<file path="config.mk">
export PLATFORM = sky130hd
export DESIGN_NAME = btb_predictor
export DESIGN_NICKNAME = d
export VERILOG_FILES = /design/src/rtl/btb_predictor.sv
export SDC_FILE = /design/constraint.sdc
export NUM_CORES = 1
export LEC_CHECK = 0
export CAP_MARGIN = 20
export CORE_AREA = 3 3 204 356
export DETAILED_ROUTE_END_ITERATION = 16
export DIE_AREA = 0 0 207 359
export PLACE_DENSITY = 0.75
export SETUP_SLACK_MARGIN = 0.4
export SYNTH_ARGS = -nofsm -noshare
export SYNTH_HDL_FRONTEND = slang
export SYNTH_SLANG_ARGS = --single-unit
</file>
<file path="constraint.sdc">
create_clock -name clk -period 9 [get_ports clk]
set_clock_uncertainty 0.05 [all_clocks]
set_input_delay 2.7 -clock clk [delete_from_list [all_inputs] [get_ports clk]]
set_output_delay 2.7 -clock clk [all_outputs]
set_load 0.1 [all_outputs]
</file>
<file path="src/rtl/btb_predictor.sv">
// Direct-mapped branch target buffer with 2-bit saturating direction counters.
// A flush request starts a sweep FSM that invalidates one entry per cycle.
module btb_predictor #(
    parameter int BUS_WIDTH = 32,
    parameter int IDX_BITS  = 4
) (
    input  logic                 clk,
    input  logic                 rst,
    input  logic [BUS_WIDTH-1:0] pc_if,
    output logic                 bp_taken_if,
    output logic [BUS_WIDTH-1:0] bp_target_if,
    input  logic                 upd_en,
    input  logic [BUS_WIDTH-1:0] upd_pc,
    input  logic                 upd_taken,
    input  logic [BUS_WIDTH-1:0] upd_target,
    input  logic                 upd_kill,
    input  logic                 flush_req,
    output logic                 flush_busy
);
    localparam int ENTRIES = 1 << IDX_BITS;
    localparam int TAG_W   = BUS_WIDTH - IDX_BITS - 2;

    typedef enum logic {IDLE, SWEEP} state_t;

    state_t               state, state_nxt;
    logic [IDX_BITS-1:0]  sweep_cnt, sweep_nxt;
    logic                 sweep_clr;

    logic [ENTRIES-1:0]   valid;
    logic [TAG_W-1:0]     tag    [ENTRIES];
    logic [BUS_WIDTH-1:0] target [ENTRIES];
    logic [1:0]           ctr    [ENTRIES];

    // Lookup path
    logic [IDX_BITS-1:0]  lk_idx;
    logic [TAG_W-1:0]     lk_tag;
    logic                 lk_hit;

    assign lk_idx       = pc_if[IDX_BITS+1:2];
    assign lk_tag       = pc_if[BUS_WIDTH-1:IDX_BITS+2];
    assign lk_hit       = valid[lk_idx] && (tag[lk_idx] == lk_tag);
    assign flush_busy   = (state == SWEEP);
    assign bp_taken_if  = lk_hit && ctr[lk_idx][1] && !flush_busy;
    assign bp_target_if = bp_taken_if ? target[lk_idx] : '0;

    // Update path; a pending flush or an active sweep swallows the update
    logic [IDX_BITS-1:0]  up_idx;
    logic [TAG_W-1:0]     up_tag;
    logic                 up_match, up_hit, up_act;
    logic                 up_kill, up_inc, up_dec, up_alloc;

    assign up_idx   = upd_pc[IDX_BITS+1:2];
    assign up_tag   = upd_pc[BUS_WIDTH-1:IDX_BITS+2];
    assign up_match = (tag[up_idx] == up_tag);
    assign up_hit   = valid[up_idx] && up_match;
    assign up_act   = upd_en && (state == IDLE) && !flush_req;
    assign up_kill  = up_act && upd_kill && up_match;
    assign up_inc   = up_act && !upd_kill && up_hit && upd_taken;
    assign up_dec   = up_act && !upd_kill && up_hit && !upd_taken;
    assign up_alloc = up_act && !upd_kill && !up_hit && upd_taken;

    logic unused_lsbs;
    assign unused_lsbs = ^{pc_if[1:0], upd_pc[1:0]};

    always_comb begin
        state_nxt = state;
        sweep_nxt = sweep_cnt;
        sweep_clr = 1'b0;
        case (state)
            IDLE: if (flush_req) state_nxt = SWEEP;
            SWEEP: begin
                sweep_clr = 1'b1;
                sweep_nxt = sweep_cnt + 1'b1;
                if (sweep_cnt == '1) state_nxt = IDLE;
            end
            default: state_nxt = IDLE;
        endcase
    end

    always_ff @(posedge clk) begin
        if (rst) begin
            state     <= IDLE;
            sweep_cnt <= '0;
            valid     <= '0;
        end else begin
            state     <= state_nxt;
            sweep_cnt <= sweep_nxt;
            if (sweep_clr) valid[sweep_cnt] <= 1'b0;
            if (up_kill)   valid[up_idx]    <= 1'b0;
            if (up_alloc)  valid[up_idx]    <= 1'b1;
        end
    end

    // Payload carries no reset: it is only observed through valid
    always_ff @(posedge clk) begin
        if (!rst) begin
            if (up_alloc) begin
                tag[up_idx]    <= up_tag;
                target[up_idx] <= upd_target;
                ctr[up_idx]    <= 2'b10;
            end
            if (up_inc) begin
                target[up_idx] <= upd_target;
                if (ctr[up_idx] != 2'b11) ctr[up_idx] <= ctr[up_idx] + 2'd1;
            end
            if (up_dec && ctr[up_idx] != 2'b00) ctr[up_idx] <= ctr[up_idx] - 2'd1;
        end
    end
endmodule

</file>
* After elaboration in Yosys (flattened, before gate mapping)
Memory sizes are Yosys's and may differ from the RTL's.
Index checks and enable logic that the tools add are counted.
** Word-level totals
- Register bits :: 21
- Bits in writable memories :: 960
- Input bits :: 102
- Output and inout bits :: 34
- Logic and storage cells :: 84
- Memories :: 3
** Operators by class
- $add $sub $neg :: 3
- Order comparisons :: 5
- Equality and inequality tests :: 4
- Multiplexer cells :: 34
- Bitwise operators :: 9
- Reduce and logical (&&, ||, !) cells :: 23
** Memory list
- target :: depth 16, width 32, read ports 1, clocked after Yosys merged registers in 0, wr ports 1, RTL line 31 : logic [BUS_WIDTH-1:0] target [ENTRIES];
- tag :: depth 16, width 26, read ports 2, clocked after Yosys merged registers in 0, wr ports 1, RTL line 30 : logic [TAG_W-1:0] tag [ENTRIES];
- ctr :: depth 16, width 2, read ports 2, clocked after Yosys merged registers in 0, wr ports 1, RTL line 32 : logic [1:0] ctr [ENTRIES];
** Operator list (number)
- $mux W16 :: 5
- $mux W32 :: 2
- $eq A26 B26 Y1 :: 2
- $and A16 B16 Y16 :: 2
- $not A16 Y16 :: 2
- $mux W1 :: 20
- $logic_and A1 B1 Y1 :: 17
- $or A16 B16 Y16 :: 1
- $lt A4 B5 Y1 const B :: 3
- $bmux W1 S4 :: 2
- $demux W1 S4 :: 2
- $ge A4 B1 Y1 const B :: 2
- $logic_not A1 Y1 :: 5
- $add A4 B1 Y4 const B :: 1
- $eq A4 B4 Y1 const B :: 1
- $mux W2 :: 2
- $or A1 B1 Y1 :: 3
- $add A2 B1 Y2 const B :: 1
- $ne A2 B2 Y1 const B :: 1
- $pmux W1 S2 :: 1
- $reduce_bool A2 Y1 :: 1
- $sub A2 B1 Y2 const B :: 1
- $not A1 Y1 :: 1

* Longest topological paths before layout
Gate-level depths: netlist of the first run.
- Depth in word-level cells :: 13
- Mapped depth :: 15
- Depth with buffers taken out :: 8

* Least setup slack after synthesis of the first run
No wires, ideal clock.
- Path kind :: in2out
- Start :: in pc_if[2]
- End :: out bp_target_if[10]
- Arrival time :: 6723 ps
- Data required time :: 6250 ps
- Slack :: -473 ps
- Stages :: 10
- Path buffers :: 3
- Cell sequence :: buf_2 -> buf_1 -> mux4_2 -> mux4_2 -> xnor2_1 -> o211ai_1 -> nor4_1 -> nand4_1 -> clkbuf_1 -> nor2b_1
** Between the ends
- Cells in the longest elaborated chain, start to end :: 6
- Elaborated cells on any way between the ends :: 10
- Those cells by class :: eq/ne: 1; mux: 3; reduce/logical: 3; memory: 3
** RTL lines
- start: declaration :: RTL line 9 : input logic [BUS_WIDTH-1:0] pc_if,
- $mem_v2 Z16 W26 / $bmux W1 S4 (equally long branches)
- $eq A26 B26 Y1 / $mux W1 (equally long branches) :: RTL line 41 : assign lk_hit = valid[lk_idx] && (tag[lk_idx] == lk_tag);
- $logic_and A1 B1 Y1 :: RTL line 41
- $logic_and A1 B1 Y1 (2 in series) :: RTL line 43 : assign bp_taken_if = lk_hit && ctr[lk_idx][1] && !flush_busy;
- $mux W32 * :: RTL line 44 : assign bp_target_if = bp_taken_if ? target[lk_idx] : '0;
- end: declaration :: RTL line 11 : output logic [BUS_WIDTH-1:0] bp_target_if,
Mark *: on every way between the ends. The rest lies on a longest branch, timed or not. The select of a mux whose other input is x is not followed.

* Worst setup path after layout of the first run
- Start :: in pc_if[2]
- End :: out bp_target_if[5]
The elaborated chain is that of the path after synthesis.

==> results of run 1 <==
==> state kept, by name, indices dropped and copies added (netlist names) <==
register,cells
tag,416
flush_busy,1
valid,16
sweep_cnt,4
ctr,32
target,512
==> per-layer routing <==
metal / vias up / global-route usage / part of all wire
met5: - / 0 / 0.00012
met4: 2 / 0.130 / 0.051
met3: 241 / 0.0430 / 0.077
met2: 1186 / 0.495 / 0.53
met1: 11600 / 0.345 / 0.34
li1: 8915 / - / -
==> final cells by class <==
cell class | instances | area (um2)
Sequential cell | 981 | 29200
Fill cell | 4225 | 21000
Multi-Input combinational cell | 879 | 12600
Timing Repair Buffer | 251 | 2890
Clock buffer | 102 | 2280
Tap cell | 910 | 1140
Clock inverter | 54 | 622
Inverter | 8 | 33.8
Antenna cell | 5 | 12.5
==> cell usage after synthesis (7+ instances only) <==
cell type	instances
a21oi_1	15
a21oi_2	10
a22oi_1	27
and3_1	9
buf_1	33
buf_2	27
buf_4	8
clkbuf_1	49
dfxtp_1	21
edfxtp_1	960
inv_1	7
mux2_2	13
mux2i_1	81
mux4_2	376
nand2_1	51
nand3_1	18
nand3b_1	15
nand4_1	7
nor2_1	47
nor2b_1	41
nor3_1	18
nor4_1	7
o211ai_1	8
o21ai_0	11
o22ai_1	24
xnor2_1	24
xor2_1	35
==> final timing paths <==
kind                    from               to  slack [ns]  depth (start not counted)
setup / recovery    pc_if[2]  bp_target_if[5]        0.46                         13
hold / removal     valid[15]        valid[15]        0.46                          2
setup reg to reg  tag[15][7]        ctr[2][1]        4.78                          9
hold reg to reg    valid[15]        valid[15]        0.46                          2
==> what timing repair did <==
| action | CTS | global route |
|---|---|---|
| pin swaps | 2 | 0 |
| gates resized for setup | 10 | 13 |
| buffers inserted | 0 | 12 |
| setup endpoints to repair | 33 | 32 |
| gates cloned | 2 | 2 |
==> critical path, cell delays in order <==
cell and delay, ns:
buf_16 0.18, mux4_2 0.58, mux4_2 0.54, xnor2_1 0.18, buf_4 0.16, o211ai_1 0.10, nor4_2 0.35, nand4_1 0.14
buf_4 0.19, buf_12 0.17, buf_12 0.15, nor2b_4 0.15, buf_12 0.19
==> power by group <==
group	internal, mW	total [mW]	switching (mW)
combinational	0.295	0.616	0.321
clock	2.16	3.80	1.63
sequential	5.01	5.02	0.00436
total	7.47	9.43	1.96
==> cells by family after synthesis <==
group	count (synthesis)
simple gates	226
flops	981
compound gates	116
buf+inv	130
mux	472
fa+ha+maj	6
xor+xnor	59
==> metrics by stage <==
step | instance area (um2) | worst slack, ns | hold WS [ns]
finish | 48800 | 0.457 | 0.463
global route | 48800 | 0.395 | 0.501
CTS | 48600 | 0.415 | 0.454
detailed placement | 45600 | 0.215 | 0.443
global placement | 45500 | 0.255 | 0.436
floorplan | 42100 | 0.496 | 0.409
==> run_results.csv, run 1 <==
group,metric,value,unit
run_status,run_status,"complete, no violations",
worst_setup_path,critPathRequiredTime,6.25,ns
routing,drtIter0Drc,2269,
global_routing,wire_length_of_the_first_global_routing_pass,153000,um
worst_setup_path,worst_setup_path_start_kind,"primary input",
placed_design,place.detailed.instances,3012,
final_layout,layout_common_cells,"edfxtp_1, mux4_2, buf_4",
global_routing,grt_max_degree,83,
flow_run,max_cap_violations,0,
routing,finalWirelength,105000,um
sta,final_min_period_over_clock_period,0.949,
clock_network,cts-buffers-inserted,85,
die,placeableCoreArea,69800,um2
logic_synthesis,synthTopCellsByArea,"edfxtp_1, mux4_2, mux2i_1",
power,power-per-cell-area,193,nW/um2
placed_design,gp_routability_congestion,0.850,
logic_synthesis,mappedNetlistNets,2098,
logic_synthesis,synth_flop_cell,"edfxtp_1",
clock_network,cts.htree.levels,3,
sta,slew-limit-headroom,0.320,
sta,peak_clock_frequency_supported_by_timing,0.117,GHz
sta,fin_crit,8.54,ns
sta,setup_viol,0,
global_routing,first_global_vias,23000,
die,initial_utilization,0.600,
sta,timing.setup.tns,0,ns
logic_synthesis,synth_compound_area_frac,0.0200,
worst_setup_path,timing.critical_path.to_type,"output port",
logic_synthesis,synth-async-reset-ratio,0,
routing,drt-pass1-iter-count,5,
power,leakagePower,15.5,nW
logic_synthesis,synth_top_area_frac,0.688,
routing,num_vias,21900,
logic_synthesis,postSynthRegisterBits,981,
routing,route.detailed.vias_per_inst,6.86,
global_routing,grt-ovfl-total,0,
sta,final-max-slew-violation-count,0,
die,placement_rows,128,
logic_synthesis,synth_xor_xnor_area_share,0.0123,
placed_design,port-buffer-count,131,
final_layout,final_layout_size_suffix_gt1_frac,0.339,
logic_synthesis,synth_simple_gate_area_share,0.0274,
clock_network,ctsRootBufferMaster,"clkbuf_16",
die,die-height,359,um
logic_synthesis,main_combinational_cell_family_by_area_after_synthesis,"multiplexers",
global_routing,tot_gr_track_use,0.281,
final_layout,fin_util,0.699,
final_layout,layout.cells.most_common,"edfxtp_1",
clock_network,clock-sinks,981,
routing,routed_wire_length_per_instance,32.8,um
placed_design,dp.final_hpwl,62100,um
power,total_power,9.43,mW
final_layout,final_cell_count_no_fill,3190,
die,boundaryPins,136,
worst_setup_path,cp_data_arrival_time,5.79,ns
clock_network,tritoncts,"built",
power,irDropWorstVdd,0.000221,V
routing,drc,0,
sta,worst_margin_pin_slew,1.02,ns
logic_synthesis,muxShareOfSynthArea,0.226,
routing,antenna_violating_nets_post_route,0,
final_layout,finalNetCount,2314,
die,dieArea,74300,um2
final_layout,syn_to_final_growth,16.5,%
clock_network,clkLatencyLatePin,0.64,ns
logic_synthesis,netlist_instances,1990,
worst_setup_path,critPathMaxFanout,12,
sta,unrepaired_setup_endpoints_after_global_routing,"true",
die,die_w,207,um
logic_synthesis,synth-adder-area-share,0.00179,
logic_synthesis,yosys.cell_types.count,45,
logic_synthesis,yosysSeqAreaShare,0.698,
sta,timing.final.hold_violations,0,
clock_network,cts.reportedPaths.clkPinSlew,0.06,ns
logic_synthesis,synth_largest_area_cell,"edfxtp_1",
clock_network,ctsLongestPathBuffers,3,
logic_synthesis,avgSynthCellArea,21.1,um2
worst_setup_path,critPathKind,"in2out",
logic_synthesis,syn_area,41900,um2
min_path,worstHoldPathType,"reg2reg",
global_routing,initial_antenna_violation_count,3,
clock_network,hold_buffers,0,
logic_synthesis,yosysWarningCount,0,
logic_synthesis,synth-edff-count,960,
Power figures use the tool's default switching activity.
==> inputs of run 2 (changes only) <==
--- a/config.mk
+++ b/config.mk
@@ -5,7 +5,6 @@
 export SDC_FILE = /design/constraint.sdc
 export NUM_CORES = 1
 export LEC_CHECK = 0
-export CAP_MARGIN = 20
 export CORE_AREA = 3 3 204 356
 export DETAILED_ROUTE_END_ITERATION = 16
 export DIE_AREA = 0 0 207 359
==> run 2 against run 1 <==
  * Cell area grew 0.27%
  * Hold slack gained 0.0066 ns
  * Power shrank 0.32%
  * Die area is the same
  * Critical path depth grew 1
  * Non-clock buffer count grew 10
  * Global-route usage is essentially flat
  * Largest power group unchanged
  * Sequential power is essentially flat
  * Flip-flop and latch count is the same
  * Register-to-register slack is essentially flat
  * Clock power shrank 1%
==> run_results.csv, run 2 (synthesis gave the netlist of run 1 again) <==
group,metric,value,unit
run_status,run_status,"complete, no violations",
placed_design,gp_routability_congestion,0.850,
final_layout,largest_registers,"target: 512 flops, tag: 416 flops, ctr: 32 flops",
worst_setup_path,capturing_instance_or_port_of_the_critical_path,"bp_target_if[5]",
global_routing,initial_antenna_violation_count,7,
worst_setup_path,critPathRequiredTime,6.25,ns
worst_setup_path,critPathSlowestCell,"mux4_2",
die,boundaryPins,136,
worst_setup_path,ff2ff_setup_slack,4.79,ns
worst_setup_path,crit_path_frequent_cell,"buf_12",
die,initial_utilization,0.600,
global_routing,tot_gr_track_use,0.281,
clock_network,tritoncts,"built",
die,die_w,207,um
min_path,worstHoldPathType,"reg2reg",
worst_setup_path,cp_data_arrival_time,5.82,ns
placed_design,place.detailed.instances,3011,
final_layout,final_cell_count_no_fill,3199,
global_routing,grt_max_degree,83,
routing,num_vias,21900,
sta,peak_clock_frequency_supported_by_timing,0.117,GHz
sta,worst_margin_pin_slew,1.03,ns
placed_design,port-buffer-count,131,
clock_network,cts-buffers-inserted,84,
worst_setup_path,rr_startpoint,"tag[15][7]",
sta,timing.setup.tns,0,ns
worst_setup_path,critPathKind,"in2out",
final_layout,layout_common_cells,"edfxtp_1, mux4_2, buf_4",
sta,unrepaired_setup_endpoints_after_global_routing,"true",
worst_setup_path,timing.critical_path.to_type,"output port",
final_layout,syn_to_final_growth,16.8,%
final_layout,fin_util,0.701,
die,placeableCoreArea,69800,um2
clock_network,ctsLongestPathBuffers,3,
routing,route.detailed.vias_per_inst,6.84,
global_routing,wire_length_of_the_first_global_routing_pass,153000,um
global_routing,first_global_vias,23100,
worst_setup_path,critical-path-max-stage-delay,0.55,ns
placed_design,post_dp_cell_area,45500,um2
sta,slew-limit-headroom,0.313,
die,die-height,359,um
final_layout,regMostFlops,"target",
sta,final-max-slew-violation-count,0,
die,placement_rows,128,
final_layout,finalNetCount,2323,
worst_setup_path,crit_reg_reg_endpoint,"ctr[5][0]",
sta,final_min_period_over_clock_period,0.953,
clock_network,cts.reportedPaths.clkPinSlew,0.07,ns
final_layout,finish.instance_area,48900,um2
sta,setup_viol,0,
power,leakagePower,15.6,nW
routing,finalWirelength,104000,um
final_layout,largest_reg_flops,512,
sta,timing.final.hold_violations,0,
power,irDropWorstVdd,0.000182,V
clock_network,cts.htree.levels,3,
worst_setup_path,crit_start,"pc_if[2]",
clock_network,hold_buffers,0,
routing,antenna_violating_nets_post_route,0,
routing,drt-pass1-iter-count,8,
routing,drtIter0Drc,2463,
power,power-per-cell-area,192,nW/um2
routing,drc,0,
min_path,min_from,"valid[15]",
clock_network,clkLatencyLatePin,0.65,ns
final_layout,final_layout_size_suffix_gt1_frac,0.338,
worst_setup_path,critPathMaxFanout,7,
worst_setup_path,timing.critical_path.cells,"buf_16 -> buf_12 -> buf_16 -> mux4_2 -> mux4_2 -> xnor2_2 -> nand4_1 -> nor2_2 -> nand4_1 -> buf_12 -> buf_12 -> buf_12 -> nor2b_4 -> buf_12",
clock_network,clock-sinks,981,
routing,routed_wire_length_per_instance,32.5,um
die,dieArea,74300,um2
worst_setup_path,worst_setup_path_start_kind,"primary input",
min_path,min_path_cells,2,
clock_network,ctsRootBufferMaster,"clkbuf_16",
final_layout,layout.cells.most_common,"edfxtp_1",
placed_design,dp.final_hpwl,62100,um
sta,fin_crit,8.57,ns
worst_setup_path,worst_r2r_path_depth,9,
flow_run,max_cap_violations,0,
global_routing,grt-ovfl-total,0,
[run 2: worst min-delay path by stage]
stage,slack [ns],endpoint
3_5_place_dp,0.45,valid[15]
3_3_place_gp,0.44,valid[15]
2_1_floorplan,0.41,valid[15]
5_1_grt,0.51,valid[15]
4_1_cts,0.47,valid[15]
6_report,0.47,valid[15]
[run 2: final cells by class]
class / instances / area (um2)
tap: 910 / 1140
fill: 4229 / 20900
multi-input combinational: 879 / 12600
sequential: 981 / 29200
antenna: 4 / 10.0
clock buffer: 104 / 2270
clock inverter: 52 / 601
timing repair buffer: 261 / 3010
inverter: 8 / 33.8
[run 2: repair_timing]
| action | 4_1_cts | 5_1_grt |
|---|---|---|
| setup endpoints to repair | 33 | 33 |
| hold endpoints to repair | 0 | 0 |
| resized for setup | 9 | 23 |
| pin swaps | 2 | 6 |
| setup buffers | 0 | 23 |
| gates cloned | 1 | 3 |
[run 2: layer usage]
metal | share of wire | GRT usage
met1 | 0.34 | 0.344
met2 | 0.54 | 0.491
met3 | 0.070 | 0.0447
met4 | 0.049 | 0.137
met5 | 0.00048 | 0
[run 2: power by group]
part / internal (mW) / switching (mW) / total, mW
clock network: 2.17 / 1.59 / 3.76
registers: 5.01 / 0.00437 / 5.02
logic: 0.300 / 0.323 / 0.623
[run 2: worst max-delay path: cells and delay by family]
family | cells | cell delay [ns]
mux | 2 | 1.06
buf+inv | 7 | 1.02
simple gates | 4 | 0.84
xor+xnor | 1 | 0.14
[run 2: stage by stage]
| step | hold slack, ns | power, mW | setup WS (ns) |
|---|---|---|---|
| 2_1_floorplan | 0.409 | 5.48 | 0.496 |
| 3_3_place_gp | 0.436 | 5.70 | 0.255 |
| 3_5_place_dp | 0.454 | 5.72 | 0.194 |
| 4_1_cts | 0.466 | 9.44 | 0.411 |
| 5_1_grt | 0.506 | 9.67 | 0.371 |
| 6_report | 0.469 | 9.40 | 0.426 |
